==> src/rtl/color_manager_cmd_decoder.sv <==
// ---------------------------------------------------------------------------
// color_manager_cmd_decoder
//
// Decodes 5-byte UART command frames (START, ADDR, DATA_HI, DATA_LO, CHK with
// CHK = ADDR ^ DATA_HI ^ DATA_LO) into single-cycle configuration-bus writes.
// Aborted frames (bad address, bad checksum, inter-byte timeout) pulse
// Frame_Error; bytes arriving while a write is pending pulse Overrun. Both
// events feed a saturating error counter.
//
// Ports
//   Clk          : clock, all state on rising edge
//   Rst          : asynchronous active-high reset
//   Rx_Data[7:0] : received byte, qualified by Rx_Valid
//   Rx_Valid     : one-cycle byte strobe
//   C_Rdy        : consumer ready
//   C_Addr       : configuration address (holds last issued value)
//   C_Data       : configuration data    (holds last issued value)
//   C_Valid      : one-cycle write strobe
//   Frame_Error  : one-cycle pulse per aborted frame
//   Overrun      : one-cycle pulse per byte dropped while a write is pending
//   Err_Count    : saturating count of Frame_Error + Overrun events
// ---------------------------------------------------------------------------
module color_manager_cmd_decoder #(
  parameter int         C_ADDR_WIDTH   = 4,
  parameter int         C_DATA_WIDTH   = 16,
  parameter logic [7:0] START_BYTE     = 8'hA5,
  parameter int         TIMEOUT_CYCLES = 100000,
  parameter int         ERR_CNT_WIDTH  = 8
) (
  input  logic                     Clk,
  input  logic                     Rst,
  input  logic [7:0]               Rx_Data,
  input  logic                     Rx_Valid,
  input  logic                     C_Rdy,
  output logic [C_ADDR_WIDTH-1:0]  C_Addr,
  output logic [C_DATA_WIDTH-1:0]  C_Data,
  output logic                     C_Valid,
  output logic                     Frame_Error,
  output logic                     Overrun,
  output logic [ERR_CNT_WIDTH-1:0] Err_Count
);

  localparam int TMO_W = $clog2(TIMEOUT_CYCLES + 1);
  localparam logic [TMO_W-1:0] TMO_LAST = TMO_W'(TIMEOUT_CYCLES - 1);

  localparam logic [2:0] S_IDLE  = 3'd0;
  localparam logic [2:0] S_ADDR  = 3'd1;
  localparam logic [2:0] S_DHI   = 3'd2;
  localparam logic [2:0] S_DLO   = 3'd3;
  localparam logic [2:0] S_CHK   = 3'd4;
  localparam logic [2:0] S_ISSUE = 3'd5;

  // {DATA_HI, DATA_LO} truncated or zero-extended to the bus width.
  function automatic logic [C_DATA_WIDTH-1:0] pack_data(input logic [7:0] hi,
                                                        input logic [7:0] lo);
    logic [C_DATA_WIDTH+15:0] ext;
    ext = {{C_DATA_WIDTH{1'b0}}, hi, lo};
    return ext[C_DATA_WIDTH-1:0];
  endfunction

  function automatic logic [ERR_CNT_WIDTH-1:0] sat_inc(input logic [ERR_CNT_WIDTH-1:0] v);
    return (&v) ? v : v + 1'b1;
  endfunction

  logic [2:0]               state_q, state_d;
  logic [TMO_W-1:0]         tmo_q, tmo_d;
  logic                     c_valid_q, c_valid_d;
  logic                     frame_err_q, frame_err_d;
  logic                     overrun_q, overrun_d;
  logic [C_ADDR_WIDTH-1:0]  c_addr_q, c_addr_d;
  logic [C_DATA_WIDTH-1:0]  c_data_q, c_data_d;
  logic [ERR_CNT_WIDTH-1:0] err_cnt_q, err_cnt_d;
  logic [C_ADDR_WIDTH-1:0]  addr_q, addr_d;
  logic [7:0]               dhi_q, dhi_d;
  logic [7:0]               dlo_q, dlo_d;

  logic       in_frame;
  logic       timeout;
  logic [7:0] addr_hi_bits;
  logic [7:0] chk_calc;

  assign in_frame     = (state_q == S_ADDR) || (state_q == S_DHI) ||
                        (state_q == S_DLO)  || (state_q == S_CHK);
  // Any Rx_Valid restarts the gap measurement, so a byte can never time out.
  assign timeout      = in_frame && !Rx_Valid && (tmo_q == TMO_LAST);
  assign addr_hi_bits = Rx_Data >> C_ADDR_WIDTH;
  // Stored address has its upper bits known to be zero once accepted.
  assign chk_calc     = 8'(addr_q) ^ dhi_q ^ dlo_q;

  // decode stage
  always_comb begin
    state_d     = state_q;
    c_valid_d   = 1'b0;
    frame_err_d = 1'b0;
    overrun_d   = 1'b0;
    c_addr_d    = c_addr_q;
    c_data_d    = c_data_q;
    addr_d      = addr_q;
    dhi_d       = dhi_q;
    dlo_d       = dlo_q;
    tmo_d       = (in_frame && !Rx_Valid && !timeout) ? tmo_q + 1'b1 : '0;

    case (state_q)
      S_IDLE: begin
        if (Rx_Valid && (Rx_Data == START_BYTE)) state_d = S_ADDR;
      end
      S_ADDR: begin
        if (Rx_Valid) begin
          if (addr_hi_bits != 8'd0) begin
            frame_err_d = 1'b1;
            state_d     = S_IDLE;
          end else begin
            addr_d  = Rx_Data[C_ADDR_WIDTH-1:0];
            state_d = S_DHI;
          end
        end
      end
      S_DHI: begin
        if (Rx_Valid) begin
          dhi_d   = Rx_Data;
          state_d = S_DLO;
        end
      end
      S_DLO: begin
        if (Rx_Valid) begin
          dlo_d   = Rx_Data;
          state_d = S_CHK;
        end
      end
      S_CHK: begin
        if (Rx_Valid) begin
          if (Rx_Data == chk_calc) begin
            state_d = S_ISSUE;
          end else begin
            frame_err_d = 1'b1;
            state_d     = S_IDLE;
          end
        end
      end
      S_ISSUE: begin
        // The C_Valid cycle still belongs to ISSUE, so bytes there are dropped too.
        overrun_d = Rx_Valid;
        if (c_valid_q) begin
          state_d = S_IDLE;
        end else if (C_Rdy) begin
          c_valid_d = 1'b1;
          c_addr_d  = addr_q;
          c_data_d  = pack_data(dhi_q, dlo_q);
        end
      end
      default: state_d = S_IDLE;
    endcase

    if (timeout) begin
      frame_err_d = 1'b1;
      state_d     = S_IDLE;
    end

    // Frame_Error and Overrun are exclusive by state, so at most +1 per cycle.
    err_cnt_d = (frame_err_d || overrun_d) ? sat_inc(err_cnt_q) : err_cnt_q;
  end

  // register stage
  always_ff @(posedge Clk or posedge Rst) begin
    if (Rst) begin
      state_q     <= S_IDLE;
      tmo_q       <= '0;
      c_valid_q   <= 1'b0;
      frame_err_q <= 1'b0;
      overrun_q   <= 1'b0;
      c_addr_q    <= '0;
      c_data_q    <= '0;
      err_cnt_q   <= '0;
    end else begin
      state_q     <= state_d;
      tmo_q       <= tmo_d;
      c_valid_q   <= c_valid_d;
      frame_err_q <= frame_err_d;
      overrun_q   <= overrun_d;
      c_addr_q    <= c_addr_d;
      c_data_q    <= c_data_d;
      err_cnt_q   <= err_cnt_d;
    end
  end

  // Frame byte holding registers need no reset: they are only read after
  // being written by the frame that is issuing.
  always_ff @(posedge Clk) begin
    addr_q <= addr_d;
    dhi_q  <= dhi_d;
    dlo_q  <= dlo_d;
  end

  assign C_Addr      = c_addr_q;
  assign C_Data      = c_data_q;
  assign C_Valid     = c_valid_q;
  assign Frame_Error = frame_err_q;
  assign Overrun     = overrun_q;
  assign Err_Count   = err_cnt_q;

endmodule

==> config.mk <==
export PLATFORM = sky130hd
export DESIGN_NAME = color_manager_cmd_decoder
export DESIGN_NICKNAME = d
export VERILOG_FILES = /design/src/rtl/color_manager_cmd_decoder.sv
export SDC_FILE = /design/constraint.sdc
export NUM_CORES = 1
export LEC_CHECK = 0
export ABC_AREA = 1
export BUFFER_PORTS_ARGS = -buffer_cell sky130_fd_sc_hd__buf_2
export CELL_PAD_IN_SITES_DETAIL_PLACEMENT = 1
export CELL_PAD_IN_SITES_GLOBAL_PLACEMENT = 1
export CORE_MARGIN = 10
export CORE_UTILIZATION = 44
export CTS_CLUSTER_SIZE = 20
export DETAILED_ROUTE_END_ITERATION = 8
export MAX_ROUTING_LAYER = met4
export PLACE_DENSITY_LB_ADDON = 0.05
export SLEW_MARGIN = 20
export SYNTH_ARGS = -nofsm -noshare
export SYNTH_HDL_FRONTEND = slang
export SYNTH_SLANG_ARGS = --single-unit
export TNS_END_PERCENT = 30
==> constraint.sdc <==
create_clock -name Clk -period 1.95 [get_ports Clk]
set_input_delay 0.0975 -clock Clk [delete_from_list [all_inputs] [get_ports Clk]]
set_output_delay 0.0975 -clock Clk [all_outputs]
set_load 0.03 [all_outputs]
; Yosys cells after proc, flatten, opt, wreduce, memory -nomap -nowiden
; Index checks and enable logic that the tools add are counted.
[totals]
register_bits = 71
latch_bits = 0
ram_bits = 0
romBits = 0
inputBits = 12
output_inout_bits = 31
mem_count = 0
[op_classes]
n_addsub = 2
mul = 0
n_div = 0
magnitude_cmp = 0
eq_ne = 14
shift = 0
muxes = 21
n_bitwise = 5
n_reduce_logical = 19
[ops]
columns = op, count
row1 = $mux 3, 8
row2 = $ne 3x3->1 const B, 6
row3 = $pmux 3 s6, 1
row4 = $add 17x1->17 const B, 1
row5 = $eq 17x17->1 const B, 1
row6 = $mux 17, 1
row7 = $mux 1, 9
row8 = $add 8x1->8 const B, 1
row9 = $eq 8x8->1, 1
row10 = $eq 8x8->1 const B, 1
row11 = $reduce_and 8->1, 1
row12 = $reduce_bool 8->1, 1
row13 = $xor 4x8->8, 1
row14 = $xor 8x8->8, 1
row15 = $eq 3x2->1 const B, 2
row16 = $eq 3x3->1 const B, 2
row17 = $reduce_and 2->1, 3
row18 = $reduce_and 3->1, 2
row19 = $reduce_and 6->1, 1
row20 = $logic_and 1x1->1, 4
row21 = $logic_or 1x1->1, 4
row22 = $eq 3x1->1 const B, 1
row23 = $logic_not 3->1, 1
row24 = $not 1->1, 3
row25 = 3 further kinds, 4

; Longest topological paths before layout
; Gate-level depths: netlist (run 1).
[logic_depth]
word_depth = 9
mapped_depth = 14
ltp_nobuf = 14

; Least setup slack after synthesis (run 1)
; OpenSTA, ideal clock, no wires.
[synth_timing]
kind = flip-flop to flip-flop
start = reg err_cnt_q[0], in the netlist Err_Count[0]
end = reg err_cnt_q[6], in the netlist Err_Count[6]
setup_time_ps = 66
t_arrival_ps = 1642
required_ps = 1884
path_slack_ps = 242
path_stages_with_launch = 8
path_buffers = 0
cell_sequence = dfrtp_1 -> ha_1 -> nand3_1 -> nor2_1 -> nand4_1 -> nand2_4 -> nand2_1 -> nand2_1
[synth_via]
elab_chain_len = 3
word_cells_on_any_way = 4
[synth_lines]
columns = item, line
row1 = "start, declared", 72  ; logic [ERR_CNT_WIDTH-1:0] err_cnt_q, err_cnt_d;
row2 = "start signal, assigned", 182  ; err_cnt_q <= err_cnt_d;
row3 = "parallel branches: the longest is 3 deep, another holds $add 8x1->8", n/a
; Parallel ways; which one is timed is not known.
; A chain may end at the register's enable or synchronous reset.

; Final worst setup path (run 1)
[layout_timing]
start = reg tmo_q[0]
end = reg err_cnt_q[3], in the netlist Err_Count[3]
[layout_via]
elab_chain_len = 5
[layout_lines]
columns = item, line
row1 = "start, declared", 66  ; logic [TMO_W-1:0] tmo_q, tmo_d;
row2 = "start signal, assigned", 176  ; tmo_q <= tmo_d;
row3 = $eq 17x17->1, 85  ; assign timeout = in_frame && !Rx_Valid && (tmo_q == TMO_LAST);
row4 = $logic_and 1x1->1, 85
row5 = $mux 1, 154  ; if (timeout) begin
row6 = $logic_or 1x1->1, 160  ; err_cnt_d = (frame_err_d || overrun_d) ? sat_inc(err_cnt_q) : err_cnt_q;
row7 = $reduce_and 2->1 (no source line), n/a
; Every way passes these cells.

==> metrics.md, run 1 <==
| Metric | Value |
|---|---|
| Status | `completed` |
| Pin count of the biggest net entering global routing | `36` |
| RD Place Congestion | `0.840` |
| Drt drc | `0` |
| Arr. time, crit path | `1.96 ns` |
| R2r worst-path depth | `10` |
| Routed WL | `8.21 mm` |
| Area growth from synthesis to layout | `17.7%` |
| Core ar. | `7810 um2` |
| Post-synthesis area per instance | `8.77 um2` |
| Via density | `4.90` |
| Sequential area share after synthesis | `0.526` |
| Syn_nets | `421` |
| Most common cell after layout, fill and taps aside | `nand2_1` |
| Worst-Skew Late Latency | `0.35 ns` |
| CTS clock-pin slew for the worst setup and hold paths | `0.07 ns` |
| Initial core utilization | `0.457` |
| Setup violators final | `0` |
| Asr flop ratio synth | `0.718` |
| Post-layout util | `0.538` |
| # fillers | `960` |
| Post-synth EDFFs | `20` |
| Gate Count Post-Synth | `407` |
| Reg-to-reg setup timing slack | `0.22 ns` |
| Final Max Tran Viols | `0` |
| Max-Cap Viols | `0` |
| Synthesized cell area | `3570 um2` |
| Nets | `483` |
| Rows | `32` |
| Layout cell share with drive strength beyond 1 | `0.243` |
| Via count | `2825` |
| Die Width | `110 um` |
| Crit end category | `flop` |
| Antenna violations before repair | `0` |
| Io pins | `43` |
| Diode count | `0` |
| Data required, critical path | `2.19 ns` |
| PwrDens | `1200 nW/um2` |
| Die area | `12100 um2` |
| Leakage power | `2.08 nW` |
| Setup TNS | `0 ns` |
| First-pass GRT wire length | `14.2 mm` |
| Post-Route Skew | `0.00940 ns` |
| Total CTS buffers | `9` |
| Setup CP Type | `reg -> reg` |
| Worst hold path class | `in -> reg` |
| CTS Buffer Depth | `2` |
| Ys flop type | `dfrtp_1` |
| CTS tree | `built` |
| GRT Overall Usage | `0.152` |
| Commonest non-fill, non-tap cells in the layout | `112 x nand2_1, 53 x inv_1, 51 x dfrtp_1, 42 x buf_2, 38 x nor2_1` |
| Worst Max-Slew Pin Slew | `0.542 ns` |
| DR WL/cell | `14.3 um` |
| H-tree Lvls | `3` |
| CP Max Fanout | `9` |
| Worst vdd ir | `0.000555 V` |
| HP Start | `Rx_Data[3]` |
| RR Endpoint | `Err_Count[3]` |
| Max_slew headroom | `0.638` |
| Critical R2R Launch | `tmo_q[0]` |
| Fin crit period | `1.73 ns` |
| Fin crit share | `0.885` |
| Post-DP HPWL | `6.18 mm` |
| FMAX | `0.579 GHz` |
| I/O Buffers | `42` |
| #FFs+latches synth | `71` |
| CP startpoint kind | `flop` |
| Worst Hold Depth | `1` |
| WHS Endpoint | `addr_q[3]` |
| Distinct cells, synth | `34` |
| # clock sinks | `71` |
| Clk root buf | `clkbuf_8` |
| Initial detailed-routing violation count | `77` |
| Detail Route Antenna Nets | `0` |
| Pre-Repair DR Iteration Count | `4` |
| Vias in the first global route | `3007` |
| Worst Setup SP | `tmo_q[0]` |
| Die height | `110 um` |
| GR Overflow Total | `0` |
| Synth warnings | `0` |
| Final hold vios | `0` |
[registers in the layout, indices dropped and copies added (netlist names)]
signal	count
C_Addr	4
addr_q	4
Frame_Error	1
tmo_q	17
Err_Count	8
C_Data	16
state_q	3
Overrun	1
C_Valid	1
dlo_q	8
dhi_q	8
[critical path, cell delays in order, from the launching register on]
cell     delay (ns)
dfrtp_1        0.37
ha_1           0.17
nand2_1        0.10
nor2_4         0.16
nand4_1        0.10
nor3_1         0.18
nand3_2        0.14
nand3_4        0.19
nand2_8        0.10
nand2_1        0.07
nand2_1        0.05
[cell type report]
cell class                      count  area, um2  share of cell area
Multi-Input combinational cell    274       1460               0.347
Sequential cell                    71       1880               0.447
Timing Repair Buffer               55        323              0.0769
Inverter                           58        220              0.0524
Clock buffer                       15        166              0.0396
Tap cell                          102        128              0.0304
Clock inverter                      1       30.0             0.00715
[where the power goes]
| group | switching (W) | total (W) | internal [W] | leakage [nW] |
|---|---|---|---|---|
| registers | 0.000213 | 0.00205 | 0.00184 | 0.849 |
| clock network | 0.000535 | 0.00120 | 0.000665 | 0.0979 |
| logic | 0.00121 | 0.00178 | 0.000564 | 1.14 |
| total | 0.00196 | 0.00503 | 0.00307 | 2.08 |
[synth_stat cells (2+ instances only)]
master | number | area (um2)
inv_2 | 3 | 11.3
ha_1 | 2 | 25.0
xor2_1 | 7 | 61.3
a21o_1 | 2 | 15.0
dfrtp_1 | 51 | 1280
nand4_1 | 9 | 56.3
nand3_2 | 3 | 30.0
a31oi_1 | 2 | 12.5
o21ai_2 | 15 | 131
or2_2 | 2 | 12.5
xnor2_1 | 4 | 35.0
nor3_1 | 9 | 45.0
o21ai_0 | 7 | 35.0
nand2_1 | 113 | 424
nand2_2 | 15 | 93.8
inv_1 | 54 | 203
nand3_1 | 21 | 105
nor4_1 | 2 | 12.5
edfxtp_1 | 20 | 601
nor2_2 | 5 | 31.3
nor2_1 | 38 | 143
buf_6 | 3 | 33.8
a21oi_1 | 9 | 45.0
[metrics by stage]
step / total power, W / std cells / setup slack (ns) / hold slack, ns / instance area [um2]
floorplan: 0.00336 / 407 / 0.242 / 0.196 / 3570
global placement: 0.00382 / 553 / 0.253 / 0.180 / 3910
detailed placement: 0.00388 / 553 / 0.147 / 0.183 / 3910
CTS: 0.00509 / 575 / 0.114 / 0.00852 / 4170
global route: 0.00536 / 576 / -0.000264 / 0.0174 / 4200
finish: 0.00503 / 576 / 0.223 / 0.0153 / 4200
[kinds of logic (layout without fill, tap and decap cells)]
kind of cell	after synthesis	in the layout	synth area share
flip-flops	71	71	0.526
AO/OA/AOI/OAI	37	37	0.0726
XOR/XNOR	11	11	0.0270
adder cells (fa/ha/maj)	2	2	0.00701
AND/OR/NAND/NOR	224	224	0.294
buffers and inverters	62	129	0.0733
[repair_timing]
action                     CTS  global route
resized for setup            0             4
buffers inserted             0             1
setup endpoints to repair    0            12
hold endpoints to repair    36             0
hold buffers                 6             0
[routing by layer]
layer | track usage | wire length [um] | vias up
met1 | 0.174 | 3580 | 1357
met2 | 0.259 | 4180 | 40
met4 | 0.0502 | 116 | 0
met5 | - | 0 | -
li1 | - | - | 1419
met3 | 0.0342 | 336 | 9
[worst max path at each step]
| stage | cells past startpoint | to |
|---|---|---|
| final | 10 | Err_Count[3] |
| after global routing | 13 | Err_Count[6] |
| after CTS | 8 | tmo_q[12] |
| after detailed placement | 8 | tmo_q[12] |
| after global placement | 7 | Err_Count[1] |
| after floorplan | 7 | Err_Count[6] |
Note: power is estimated with default switching activity, not from simulation.
==> run 2, diff against run 1 <==
- CORE_UTILIZATION: 44 -> 30
==> metrics.md, run 2 (synthesis gave the netlist of run 1 again) <==
| Metric | Value |
|---|---|
| Max-Cap Viols | `0 (unchanged)` |
| Routed WL | `8.71 mm (was 8.21 mm)` |
| Via density | `4.54 (was 4.90)` |
| DR WL/cell | `14.1 um (was 14.3 um)` |
| PwrDens | `1280 nW/um2 (was 1200 nW/um2)` |
| Setup violators final | `0 (unchanged)` |
| Setup CP Type | `reg -> reg (unchanged)` |
| Data required, critical path | `2.17 ns (was 2.19 ns)` |
| RSZ-0062 raised after global routing | `false` |
| Area growth from synthesis to layout | `23.2% (was 17.7%)` |
| Worst Max-Slew Pin Slew | `0.564 ns (was 0.542 ns)` |
| Setup TNS | `0 ns (unchanged)` |
| RD Place Congestion | `0.746 (was 0.840)` |
| Initial detailed-routing violation count | `53 (was 77)` |
| Die area | `16700 um2 (was 12100 um2)` |
| Power Total | `0.00565 W (was 0.00503 W)` |
| Pre-Repair DR Iteration Count | `4 (unchanged)` |
| Layout cell share with drive strength beyond 1 | `0.252 (was 0.243)` |
| Worst vdd ir | `0.000563 V (was 0.000555 V)` |
| Most common cell after layout, fill and taps aside | `nand2_1 (unchanged)` |
| Pin count of the biggest net entering global routing | `36 (unchanged)` |
| Initial core utilization | `0.310 (was 0.457)` |
| Post-Route Skew | `0.0125 ns (was 0.00940 ns)` |
| Fin crit period | `1.75 ns (was 1.73 ns)` |
| GRT Overall Usage | `0.117 (was 0.152)` |
| Max reg flops | `17 (unchanged)` |
| Detail Route Antenna Nets | `0 (unchanged)` |
| Total CTS buffers | `9 (unchanged)` |
| CTS clock-pin slew for the worst setup and hold paths | `0.06 ns (was 0.07 ns)` |
| Arr. time, crit path | `1.97 ns (was 1.96 ns)` |
| Die Width | `129 um (was 110 um)` |
| Final hold vios | `0 (unchanged)` |
| Commonest non-fill, non-tap cells in the layout | `113 x nand2_1, 52 x inv_1, 51 x dfrtp_1, 42 x buf_2, 37 x nor2_1 (was 112 x nand2_1, 53 x inv_1, 51 x dfrtp_1, 42 x buf_2, 38 x nor2_1)` |
| CP Max Fanout | `5 (was 9)` |
| Io pins | `43 (unchanged)` |
| Largest Register | `tmo_q (unchanged)` |
| Leakage power | `2.14 nW (was 2.08 nW)` |
| CTS Buffer Depth | `2 (unchanged)` |
| H-tree Lvls | `3 (unchanged)` |
| Nets | `485 (was 483)` |
| First-pass GRT wire length | `14.9 mm (was 14.2 mm)` |
| Worst-Skew Late Latency | `0.34 ns (was 0.35 ns)` |
| Max_slew headroom | `0.623 (was 0.638)` |
| GR Overflow Total | `0 (unchanged)` |
| CTS tree | `built (unchanged)` |
| # clock sinks | `71 (unchanged)` |
| FMAX | `0.572 GHz (was 0.579 GHz)` |
| Rows | `39 (was 32)` |
| Crit end category | `flop (unchanged)` |
| Worst hold path class | `in -> reg (unchanged)` |
| Die height | `129 um (was 110 um)` |
| Antenna violations before repair | `0 (unchanged)` |
| Status | `completed (unchanged)` |
| I/O Buffers | `42 (unchanged)` |
| Drt drc | `0 (unchanged)` |
| Final Max Tran Viols | `0 (unchanged)` |
| Diode count | `0 (unchanged)` |
| Core ar. | `11500 um2 (was 7810 um2)` |
| Via count | `2812 (was 2825)` |
| CP startpoint kind | `flop (unchanged)` |
| Fin crit share | `0.896 (was 0.885)` |
| Vias in the first global route | `3055 (was 3007)` |
| Post-DP HPWL | `6.56 mm (was 6.18 mm)` |
| Clk root buf | `clkbuf_16 (was clkbuf_8)` |
-- run 2: cell count changes in the layout (fill, tap and decap cells not counted), moves of 2 or more --
cell / previous run / this run
clkbuf_16: 0 / 9
clkbuf_8: 11 / 1
o21ai_1: 0 / 2
o21ai_0: 7 / 5
-- run 2: layout make-up --
class | instances | area (um2)
sequential | 71 | 1880
clock buffer | 13 | 250
tap | 143 | 179
multi-input combinational | 274 | 1450
clock inverter | 3 | 68.8
timing repair buffer | 57 | 350
inverter | 58 | 220
fill | 1362 | 7120
-- run 2: repair_timing --
| action | 4_1_cts | 5_1_grt |
|---|---|---|
| endpoints found under the setup margin | 0 | 15 |
| gates resized for setup | 0 | 7 |
| hold buffers | 6 | 0 |
| buffers inserted | 0 | 1 |
| hold endpoints to repair | 34 | 0 |
-- run 2: worst paths after layout --
path	start	to	slack, ns	cells after the start
setup / recovery	tmo_q[0]	state_q[2]	0.20	9
hold / removal	Rx_Data[3]	addr_q[3]	0.02	1
setup reg to reg	tmo_q[0]	state_q[2]	0.20	9
hold reg to reg	tmo_q[0]	tmo_q[0]	0.46	1
max in group asynchronous	Rst	C_Data[13]	1.02	4
min in group asynchronous	Rst	Err_Count[2]	0.36	3
-- run 2: metal layers --
| metal | wire, um | vias up | track usage | share of wire |
|---|---|---|---|---|
| met2 | 4420 | 38 | 0.192 | 0.51 |
| met5 | 0 | - | - | 0 |
| met4 | 81 | 0 | 0.0381 | 0.0093 |
| met1 | 3870 | 1341 | 0.132 | 0.44 |
| li1 | - | 1427 | - | - |
| met3 | 347 | 6 | 0.0392 | 0.040 |
-- run 2: power breakdown --
group / total, W / internal [W] / switching (W)
Sequential: 0.00206 / 0.00184 / 0.000218
Combinational: 0.00180 / 0.000580 / 0.00122
Clock: 0.00178 / 0.00116 / 0.000623
Total: 0.00565 / 0.00358 / 0.00206
-- run 2: metrics by stage --
| stage | area (um2) | utilization | setup slack, ns | hold slack [ns] | std cells |
|---|---|---|---|---|---|
| after floorplan | 3570 | - | 0.242 | 0.196 | 407 |
| after global placement | 3990 | 0.346 | 0.192 | 0.205 | 596 |
| after detailed placement | 3990 | 0.346 | 0.125 | 0.197 | 596 |
| after CTS | 4370 | 0.379 | 0.117 | 0.0184 | 618 |
| after global routing | 4400 | 0.382 | 0.00151 | 0.0258 | 619 |
| final | 4400 | 0.382 | 0.202 | 0.0196 | 619 |
-- run 2: worst max-delay path: stages, from the launching register on --
cell	delay, ns
dfrtp_1	0.37
ha_1	0.18
nand2_1	0.11
nor2_4	0.15
nand2_1	0.13
nor2_1	0.14
nand4_1	0.13
nand2_2	0.13
nand3_2	0.10
a21o_1	0.19
==> run 3, diff against run 2 <==
- CORE_ASPECT_RATIO: unset -> 1.75
- CTS_CLUSTER_SIZE: 20 -> 14
==> metrics.md, run 3 (synthesis gave the netlist of run 1 again) <==
| Metric | Value |
|---|---|
| Pre-Repair DR Iteration Count | `4 (unchanged)` |
| I/O Buffers | `42 (unchanged)` |
| Worst Setup SP | `Rx_Data[2] (was tmo_q[0])` |
| WP buf/inv | `3 (was 0)` |
| Vias in the first global route | `2976 (was 3055)` |
| Rows | `52 (was 39)` |
| Initial core utilization | `0.308 (was 0.310)` |
| Status | `completed (unchanged)` |
| Routed WL | `8.92 mm (was 8.71 mm)` |
| Final worst slack | `0.172 ns (was 0.202 ns)` |
| CTS Buffer Depth | `2 (unchanged)` |
| Nets | `482 (was 485)` |
| Final Max Tran Viols | `0 (unchanged)` |
| WHS Endpoint | `dhi_q[7] (was addr_q[3])` |
| Data required, critical path | `2.22 ns (was 2.17 ns)` |
| CP Cell Sequence | `dlygate4sd3_1 -> buf_2 -> inv_1 -> nand2_1 -> nand2_1 -> nand2_1 -> nand2_1 -> nand2_1 -> nor2_1 -> nand3_2 -> nand2_2 -> nand3_4 -> nand2_4 -> nand2_1 -> nand2_1 (was ha_1 -> nand2_1 -> nor2_4 -> nand2_1 -> nor2_1 -> nand4_1 -> nand2_2 -> nand3_2 -> a21o_1)` |
| Max-Cap Viols | `0 (unchanged)` |
| Die height | `164 um (was 129 um)` |
| DR WL/cell | `14.7 um (was 14.1 um)` |
| Layout cell share with drive strength beyond 1 | `0.245 (was 0.252)` |
| Pin count of the biggest net entering global routing | `52 (was 36)` |
| # clock sinks | `71 (unchanged)` |
| CP max stage delay | `0.53 ns (was 0.37 ns)` |
| Area growth from synthesis to layout | `20.2% (was 23.2%)` |
| Diode count | `0 (unchanged)` |
| R2r worst-path depth | `7 (was 9)` |
| Most numerous cell on the critical path | `nand2_1 (unchanged)` |
| Io pins | `43 (unchanged)` |
| Die area | `16800 um2 (was 16700 um2)` |
| Worst hold path class | `in -> reg (unchanged)` |
| Critical R2R Launch | `Err_Count[0] (was tmo_q[0])` |
| Worst Max-Slew Pin Slew | `0.696 ns (was 0.564 ns)` |
| PwrDens | `1260 nW/um2 (was 1280 nW/um2)` |
| Final hold vios | `0 (unchanged)` |
| Clk root buf | `clkbuf_16 (unchanged)` |
| Fin crit period | `1.78 ns (was 1.75 ns)` |
| Worst vdd ir | `0.000560 V (was 0.000563 V)` |
| Post-Place Worst Slack | `0.0857 ns (was 0.125 ns)` |
| CTS tree | `built (unchanged)` |
| Total CTS buffers | `9 (unchanged)` |
| Max_slew headroom | `0.536 (was 0.623)` |
| Slowest stage cell, crit path | `dlygate4sd3_1 (was dfrtp_1)` |
| Via count | `2848 (was 2812)` |
| CP delay by family, top | `simple AND/OR/NAND/NOR gates (unchanged)` |
| Crit end category | `flop (unchanged)` |
| CTS clock-pin slew for the worst setup and hold paths | `0.05 ns (was 0.06 ns)` |
| Setup TNS | `0 ns (unchanged)` |
| Arr. time, crit path | `2.04 ns (was 1.97 ns)` |
| Post-Route Skew | `0.00914 ns (was 0.0125 ns)` |
| Most common cell after layout, fill and taps aside | `nand2_1 (unchanged)` |
| GRT Overall Usage | `0.117 (about the same)` |
| Setup violators final | `0 (unchanged)` |
| RSZ-0062 raised after global routing | `false (unchanged)` |
| Reg-to-reg setup timing slack | `0.20 ns (about the same)` |
| Drt drc | `0 (unchanged)` |
| Antenna violations before repair | `0 (unchanged)` |
| Post-DP HPWL | `6.76 mm (was 6.56 mm)` |
| Fin crit share | `0.912 (was 0.896)` |
| GR Overflow Total | `0 (unchanged)` |
| Setup CP Type | `in -> reg (was reg -> reg)` |
| Core ar. | `11600 um2 (was 11500 um2)` |
| Max reg flops | `17 (unchanged)` |
| CP startpoint kind | `input port (was flop)` |
| Via density | `4.68 (was 4.54)` |
| HP Start | `Rx_Data[7] (was Rx_Data[3])` |
| Worst Hold Depth | `1 (unchanged)` |
| RR Endpoint | `Err_Count[6] (was state_q[2])` |
| FMAX | `0.563 GHz (was 0.572 GHz)` |
| Die Width | `102 um (was 129 um)` |
| H-tree Lvls | `3 (unchanged)` |
| First-pass GRT wire length | `14.7 mm (was 14.9 mm)` |
| Initial detailed-routing violation count | `61 (was 53)` |
| CP Max Fanout | `9 (was 5)` |
| Post-CTS setup buffer count | `0 (unchanged)` |
| Detail Route Antenna Nets | `0 (unchanged)` |
| Worst-Skew Late Latency | `0.34 ns (about the same)` |
| Largest Register | `tmo_q (unchanged)` |
| Leakage power | `2.10 nW (was 2.14 nW)` |
| Commonest non-fill, non-tap cells in the layout | `113 x nand2_1, 53 x inv_1, 51 x dfrtp_1, 42 x buf_2, 38 x nor2_1 (was 113 x nand2_1, 52 x inv_1, 51 x dfrtp_1, 42 x buf_2, 37 x nor2_1)` |
| RD Place Congestion | `0.767 (was 0.746)` |
[run 3: cell count changes in the layout (fill, tap and decap cells not counted), sizes merged]
| cell | before | now |
|---|---|---|
| bufinv | 2 | 0 |
| clkbuf | 13 | 15 |
| dlygate4sd3 | 6 | 4 |
| buf | 51 | 50 |
[run 3: through the flow]
stage,cells,hold slack [ns],cell area (um2),total power [W],util
finish,608,0.00734,4290,0.00540,0.370
global route,608,0.0229,4290,0.00575,0.370
CTS,608,0.0124,4280,0.00551,0.369
detailed placement,588,0.324,3970,0.00394,0.342
global placement,588,0.320,3970,0.00389,0.342
floorplan,407,0.196,3570,0.00336,-
[run 3: how the worst max path moves through the flow]
stage / to / depth (start not counted)
after floorplan: Err_Count[6] / 7
final: Err_Count[6] / 15
after detailed placement: Err_Count[6] / 10
after CTS: Err_Count[6] / 10
after global routing: Err_Count[6] / 13
after global placement: Err_Count[2] / 10
[run 3: per-layer routing]
layer,wire length (um),GRT usage,vias up,share of wire
met5,0,-,-,0
met4,164,0.0535,0,0.018
met3,275,0.0282,12,0.031
met2,5020,0.214,32,0.56
met1,3450,0.111,1375,0.39
li1,-,-,1429,-
[run 3: power breakdown]
| part | switching (W) | internal (W) | total, W |
|---|---|---|---|
| registers | 0.000221 | 0.00184 | 0.00207 |
| clock network | 0.000604 | 0.000931 | 0.00153 |
| logic | 0.00122 | 0.000584 | 0.00180 |
[run 3: what timing repair did]
item                                    in CTS  in global routing
hold buffers                                 4                  0
resized for setup                            0                  2
endpoints found under the setup margin       0                 12
hold endpoints to repair                    26                  0
[run 3: final cells by class]
type	instances	area [um2]
Sequential cell	71	1880
Timing Repair Buffer	54	310
Clock inverter	1	5.00
Clock buffer	15	268
Multi-Input combinational cell	274	1440
Fill cell	1382	7290
Inverter	58	220
Tap cell	135	169
